## src/rtl/fwd_sel_gen_pkg.sv

```systemverilog
// Shared select codes and scoreboard-entry type for the forwarding-select generator.
package fwd_sel_gen_pkg;

  // Widest register address a scoreboard entry can hold; narrower RA_W is zero-extended.
  localparam int RA_MAX = 8;

  // One-hot operand-mux select codes (all-zero picks the register file).
  localparam logic [4:0] SEL_RF     = 5'b00000;
  localparam logic [4:0] SEL_E_ALU  = 5'b10000;
  localparam logic [4:0] SEL_M      = 5'b01000;
  localparam logic [4:0] SEL_W      = 5'b00100;
  localparam logic [4:0] SEL_E_LINK = 5'b00010;
  localparam logic [4:0] SEL_M_LOAD = 5'b00001;

  typedef struct packed {
    logic              vld;
    logic [RA_MAX-1:0] wreg;
    logic              is_load;
    logic              is_link;
  } sb_entry_t;

endpackage

```

## src/rtl/fwd_sel_gen_pick.sv

```systemverilog
// fwd_pick: single-operand forwarding priority resolver (purely combinational).
import fwd_sel_gen_pkg::*;

module fwd_pick #(
  parameter int FWD_R0 = 0
) (
  input  logic [RA_MAX-1:0] s,
  input  sb_entry_t         e,
  input  sb_entry_t         m,
  input  sb_entry_t         w,
  output logic [4:0]        sel,
  output logic              lu
);

  logic nz, hit_e, hit_m, hit_w;
  logic unused_ok;

  assign nz    = (s != '0) || (FWD_R0 != 0);
  assign hit_e = e.vld && (e.wreg == s) && nz;
  assign hit_m = m.vld && (m.wreg == s) && nz;
  assign hit_w = w.vld && (w.wreg == s) && nz;
  assign unused_ok = &{1'b0, m.is_link, w.is_load, w.is_link};

  // Youngest stage first; an E-stage load cannot forward yet, so it requests a stall.
  always_comb begin
    sel = SEL_RF;
    lu  = 1'b0;
    if (hit_e) begin
      if (e.is_link)      sel = SEL_E_LINK;
      else if (!e.is_load) sel = SEL_E_ALU;
      else                lu  = 1'b1;
    end else if (hit_m) begin
      sel = m.is_load ? SEL_M_LOAD : SEL_M;
    end else if (hit_w) begin
      sel = SEL_W;
    end
  end

endmodule

```

## src/rtl/fwd_sel_gen.sv

```systemverilog
// fwd_sel_gen: E/M/W write scoreboard driving rs/rt forwarding selects and load-use stall.
// Optional FWD_STATS_EN adds saturating stall / forward counters.
import fwd_sel_gen_pkg::*;

module fwd_sel_gen #(
  parameter int RA_W   = 5,
  parameter int SEL_W  = 5,
  parameter int FWD_R0 = 0
) (
  input  logic             clk,
  input  logic             resetn,
  input  logic [RA_W-1:0]  d_rs,
  input  logic [RA_W-1:0]  d_rt,
  input  logic             d_wen,
  input  logic [RA_W-1:0]  d_wreg,
  input  logic             d_is_load,
  input  logic             d_is_link,
  input  logic             flush_e,
  input  logic             stall_all,
  output logic [SEL_W-1:0] sel_rs,
  output logic [SEL_W-1:0] sel_rt,
  output logic             stall_d
`ifdef FWD_STATS_EN
  ,
  output logic [31:0]      stat_stall,
  output logic [31:0]      stat_fwd_e,
  output logic [31:0]      stat_fwd_mw
`endif
);

  if (SEL_W != 5) begin : g_bad_sel_w
    $error("fwd_sel_gen: SEL_W must be 5");
  end
  if (RA_W > RA_MAX) begin : g_bad_ra_w
    $error("fwd_sel_gen: RA_W exceeds RA_MAX");
  end

  sb_entry_t sb_e, sb_m, sb_w, d_ent;
  logic lu_rs, lu_rt;

  assign d_ent = '{vld: d_wen, wreg: RA_MAX'(d_wreg), is_load: d_is_load, is_link: d_is_link};

  fwd_pick #(.FWD_R0(FWD_R0)) u_pick_rs (
    .s(RA_MAX'(d_rs)), .e(sb_e), .m(sb_m), .w(sb_w), .sel(sel_rs), .lu(lu_rs)
  );
  fwd_pick #(.FWD_R0(FWD_R0)) u_pick_rt (
    .s(RA_MAX'(d_rt)), .e(sb_e), .m(sb_m), .w(sb_w), .sel(sel_rt), .lu(lu_rt)
  );

  assign stall_d = (lu_rs || lu_rt) && !stall_all;

  // Scoreboard shift: hold on global stall, otherwise advance with a bubble into E on flush/load-use.
  always_ff @(posedge clk or negedge resetn) begin
    if (!resetn) begin
      sb_e <= '0;
      sb_m <= '0;
      sb_w <= '0;
    end else if (!stall_all) begin
      sb_w <= sb_m;
      sb_m <= sb_e;
      sb_e <= (flush_e || stall_d) ? '0 : d_ent;
    end
  end

`ifdef FWD_STATS_EN
  logic fwd_e_hit, fwd_mw_hit;
  assign fwd_e_hit  = (sel_rs == SEL_E_ALU) || (sel_rs == SEL_E_LINK) ||
                      (sel_rt == SEL_E_ALU) || (sel_rt == SEL_E_LINK);
  assign fwd_mw_hit = (sel_rs == SEL_M) || (sel_rs == SEL_M_LOAD) || (sel_rs == SEL_W) ||
                      (sel_rt == SEL_M) || (sel_rt == SEL_M_LOAD) || (sel_rt == SEL_W);

  // Saturating event counters, frozen while the pipeline is frozen.
  always_ff @(posedge clk or negedge resetn) begin
    if (!resetn) begin
      stat_stall  <= '0;
      stat_fwd_e  <= '0;
      stat_fwd_mw <= '0;
    end else if (!stall_all) begin
      if (stall_d    && stat_stall  != '1) stat_stall  <= stat_stall  + 32'd1;
      if (fwd_e_hit  && stat_fwd_e  != '1) stat_fwd_e  <= stat_fwd_e  + 32'd1;
      if (fwd_mw_hit && stat_fwd_mw != '1) stat_fwd_mw <= stat_fwd_mw + 32'd1;
    end
  end
`endif

endmodule

```

## config.mk

```make
export PLATFORM = sky130hd
export DESIGN_NAME = fwd_sel_gen
export DESIGN_NICKNAME = d
export VERILOG_FILES = /design/src/rtl/fwd_sel_gen_pkg.sv /design/src/rtl/fwd_sel_gen_pick.sv /design/src/rtl/fwd_sel_gen.sv
export SDC_FILE = /design/constraint.sdc
export NUM_CORES = 1
export LEC_CHECK = 0
export BUFFER_PORTS_ARGS = -buffer_cell sky130_fd_sc_hd__buf_2
export CAP_MARGIN = 20
export CORE_ASPECT_RATIO = 0.5
export CORE_UTILIZATION = 55
export DETAILED_ROUTE_END_ITERATION = 6
export PLACE_DENSITY = 0.89
export SKIP_LAST_GASP = 1
export SLEW_MARGIN = 40
export SYNTH_ARGS = -nofsm -noshare
export SYNTH_HDL_FRONTEND = slang
export SYNTH_HIERARCHICAL = 1
export SYNTH_SLANG_ARGS = --single-unit
```

## constraint.sdc

```tcl
create_clock -name clk -period 3 [get_ports clk]
set_input_delay 0.9 -clock clk [delete_from_list [all_inputs] [get_ports clk]]
set_output_delay 0.9 -clock clk [all_outputs]
set_load 0.005 [all_outputs]
```

### Word-level counts from Yosys, hierarchy flattened

Cells that the tools add are included.

* reductions and logical operators: 18
* muxes and demuxes: 14
* equal/unequal tests: 6

Operator list (count)
* 8-bit by 5-bit equality test with 1-bit output: 6
* 5-bit two-way mux: 6
* 8-bit nonzero test: 2
* 1-bit logical AND: 13
* 11-bit two-way mux: 1
* 3-bit two-way mux: 2
* 1-bit two-way mux: 4
* 4-bit two-way mux: 1
* 1-bit logical OR: 2
* 1-bit zero test: 1

* logic and storage cells: 47
* output and inout port bits: 11
* flip-flop bits (word level): 30

### Logic depth before layout (Yosys ltp)

* depth in word-level cells: 8
* gate-level depth with buffers: 6
* depth with buffers taken out: 6

### Modules after synthesis

Netlist, hierarchy kept.

Modules (own cells, without submodules)
* fwd_sel_gen: area an instance 962.2 um2, sequential area each 600.6 um2, cells an instance 63, instances 1
* fwd_pick: area an instance 370.4 um2, sequential area each 0.0 um2, cells an instance 44, instances 2

### Least setup slack after synthesis

No wires, ideal clock.

* kind: input to output
* from: input port d_rt[0]
* to: output port stall_d
* slack: 0.134 ns
* stages on the path: 6
* arrival: 1.966 ns
* path buffers: 0
* required time: 2.100 ns
* cell sequence: or4_4 nor2_4 nor4_2 and3b_1 nor2_1 nor2_1

* longest elaborated chain between the ends: 6

Ends and longest elaborated chain
* start, declared: RTL line fwd_sel_gen.sv:13 `input logic [RA_W-1:0] d_rt,`
* 8-bit by 5-bit equality test with 1-bit output: RTL line fwd_sel_gen_pick.sv:19 `assign hit_e = e.vld && (e.wreg == s) && nz;`
* 1-bit logical AND: RTL line fwd_sel_gen_pick.sv:19
* 1-bit logical AND *: RTL line fwd_sel_gen_pick.sv:19
* 1-bit two-way mux *: RTL line fwd_sel_gen_pick.sv:28 `if (hit_e) begin`
* via lu_rt: RTL line fwd_sel_gen.sv:39 `logic lu_rs, lu_rt;`
* 1-bit logical OR *: RTL line fwd_sel_gen.sv:50 `assign stall_d = (lu_rs || lu_rt) && !stall_all;`
* 1-bit logical AND *: RTL line fwd_sel_gen.sv:50
* end, declared: RTL line fwd_sel_gen.sv:22 `output logic stall_d`

Mark *: on every way through the listed nets, which the timed path passes. The rest lies on a longest branch.

### Worst setup path in the final report

* from: input port d_rs[3]
* to: output port stall_d

* longest elaborated chain between the ends: 6

Ends and longest elaborated chain
* start, declared: RTL line fwd_sel_gen.sv:12 `input logic [RA_W-1:0] d_rs,`
* 8-bit by 5-bit equality test with 1-bit output: RTL line fwd_sel_gen_pick.sv:19
* 1-bit logical AND: RTL line fwd_sel_gen_pick.sv:19
* 1-bit logical AND *: RTL line fwd_sel_gen_pick.sv:19
* 1-bit two-way mux *: RTL line fwd_sel_gen_pick.sv:28
* via lu_rs: RTL line fwd_sel_gen.sv:39
* 1-bit logical OR *: RTL line fwd_sel_gen.sv:50
* 1-bit logical AND *: RTL line fwd_sel_gen.sv:50

Marked as above.

==> flow_summary_export.csv <==
group,metric,value,unit
routing,ant_nets,0,
routing,vias,1531,
global_routing,antenna_found_initial,0,
outcome,status,"finished with violations",
global_routing,grt_max_degree,30,
finish,fin_util,88.7,%
routing,routed_wl,5.68,mm
global_routing,grt_pass1_vias,1364,
finish,nNetsFinal,259,
power_and_ir_drop,p_per_area,350,nW/um2
floorplan,io_pins,33,
routing,firstDrtPassIters,4,
finish,area_delta_synth_final,48.4,%
clock_network,clk_latency,260,ps
timing,fin_setup_tns,-1280,ps
finish,fill_cells,113,
placed_design,hpwl,2.91,mm
worst_setup_path,cp_data_arrival_time,2330,ps
floorplan,die_area,3130,um2
hold_path,hold_path_class,"in2async",
yosys,syn_area_per_cell,11.0,um2
worst_setup_path,crit_path_start_kind,"primary input",
floorplan,start_util,59.8,%
routing,drc,0,
power_and_ir_drop,p_leak,0.00107,uW
worst_setup_path,cpMostUsedCell,"nor2_1",
timing,slew_headroom,65.9,%
clock_network,cts.sinks,21,
worst_setup_path,critPathMaxFanout,6,
finish,num_antenna_cells,0,
timing,fin_crit_sh,108,%
worst_setup_path,crit_slowest_cell,"nor4_4",
clock_network,cts_buffer_depth,2,
routing,drt_iter0_drc,109,
timing,fmax,0.310,GHz
power_and_ir_drop,ir_drop,0.410,mV
clock_network,clk_pin_slew_worst_paths,80,ps
global_routing,grt_overflow_total,0,
worst_setup_path,path_cells,"buf_6, xnor2_2, nand4_1, nor4_4, and3b_1, nor2_1, nor2_1, buf_2",
routing,vias_per_cell,5.61,
clock_network,htree_levels,1,
timing,rsz0062_at_grt,"yes",
timing,layout_min_cycle_time,3230,ps
routing,avgRoutedWirePerCell,20.8,um
worst_setup_path,crit_type,"in2out",
finish,multi_input_area,1380,um2
global_routing,grt_pass1_wl,7.04,mm
clock_network,numCtsBuffers,3,
yosys,netlist_instances,145,
yosys,syn_area,1590,um2
timing,finalMaxSlewViolations,0,
job,maxCapViolCount,0,
placed_design,routabilityCongestion,0.922,
finish,drive_above_1_share,41.5,%
floorplan,core_area,2670,um2
worst_setup_path,endpoint_kind,"output pin",
worst_setup_path,critical_path.max_stage_delay,490,ps
global_routing,grtUsageTotal,31.8,%
timing,whs,575,ps
clock_network,cts-root-buf,"clkbuf_8",
floorplan,die_h,40.1,um
floorplan,std_cell_rows,13,
timing,finalClockSkew,4.74,ps
worst_setup_path,regToRegSetupSlack,830,ps
yosys,ys.warnings.count,6,
floorplan,die_w,78.1,um
timing,final-setup-viol-count,10,
placed_design,portBuffers,32,
clock_network,cts_tree,"built",
outcome,violations,"negative setup slack",
timing,max_slew.worst_pin.slew,508,ps
timing,fin_ws,-227,ps
worst_setup_path,cp_data_required_time,2100,ps
timing,hold_viol,0,
finish,regArea,526,um2
## worst paths after layout
path	startpoint	to	depth (start not counted)
max	d_rs[3]	stall_d	8
min	resetn	sb_m[3]$_DFFE_PN0N_	1
max reg2reg	sb_e[5]$_DFFE_PN0N_	sb_e[5]$_DFFE_PN0N_	7
min reg2reg	sb_m[10]$_DFFE_PN0N_	sb_w[10]$_DFFE_PN0N_	1
max in group asynchronous	resetn	sb_e[6]$_DFFE_PN0N_	1
min in group clk	sb_m[10]$_DFFE_PN0N_	sb_w[10]$_DFFE_PN0N_	1
## repair_timing
| action | 4_1_cts | 5_1_grt |
|---|---|---|
| hold buffers | 0 | 0 |
| setup buffers | 3 | 1 |
| pin swaps | 13 | 22 |
| resized for setup | 33 | 17 |
| hold endpoints to repair | 0 | 0 |
| setup endpoints to repair | 11 | 11 |
## worst max-delay path: cells and delay by family
family | cells | cell delay [ps]
and+or+nand+nor | 5 | 1050
buffers and inverters | 2 | 220
xor gates and xnor gates | 1 | 140
## routing by layer
layer / vias to the layer above / global-route usage [%] / share of wire [%]
met2: 103 / 57.0 / 47
met1: 741 / 42.0 / 41
met5: - / 0 / 0
met3: 27 / 2.95 / 7.7
met4: 0 / 12.5 / 4.2
li1: 660 / - / -
## cell type report
type / instances / area share [%]
Timing Repair Buffer: 49 / 15.7
Clock buffer: 3 / 1.75
Sequential cell: 21 / 22.2
Clock inverter: 1 / 0.212
Multi-Input combinational cell: 162 / 58.2
Tap cell: 37 / 1.96
## flip-flops by register name, summed over array words and instances (netlist names)
signal / flops
sb_m: 7
sb_w: 6
sb_e: 8
## power by group
part	switching [uW]	internal, uW	total (uW)
registers	65.5	313	378
logic	114	148	262
clock network	95.4	92.6	188
## stage by stage
stage	power (uW)	instance area (um2)	instances	setup WS, ps
2_1_floorplan	489	1750	186	134
3_3_place_gp	543	2020	265	-151
4_1_cts	759	2240	272	-124
6_report	828	2370	273	-227
3_5_place_dp	554	2020	265	-191
5_1_grt	855	2370	273	-209
## cell usage in the layout, fill, tap and decap left out
master     n
buf_2     23
nor4_4     2
nor2b_1    8
dfrtp_1   21
clkbuf_8   3
and3b_1    2
nand3_1    4
nor3_4     2
buf_6      6
xor2_1     6
nand2_2    1
nor4_1     2
nand4_1    6
mux2_4     1
clkinv_2   1
mux2_2    12
and4bb_1   2
xnor2_2   11
xnor2_4    3
a22o_1     8
buf_4     15
nand2_1    3
buf_8      5
conb_1    42
nor3b_2    4
o211ai_1   2
and2_1     2
xnor2_1   28
nor2_4     2
nor2_1     2
or4_4      6
nor3_2     1
No activity file was read; power rests on OpenSTA's default activity.
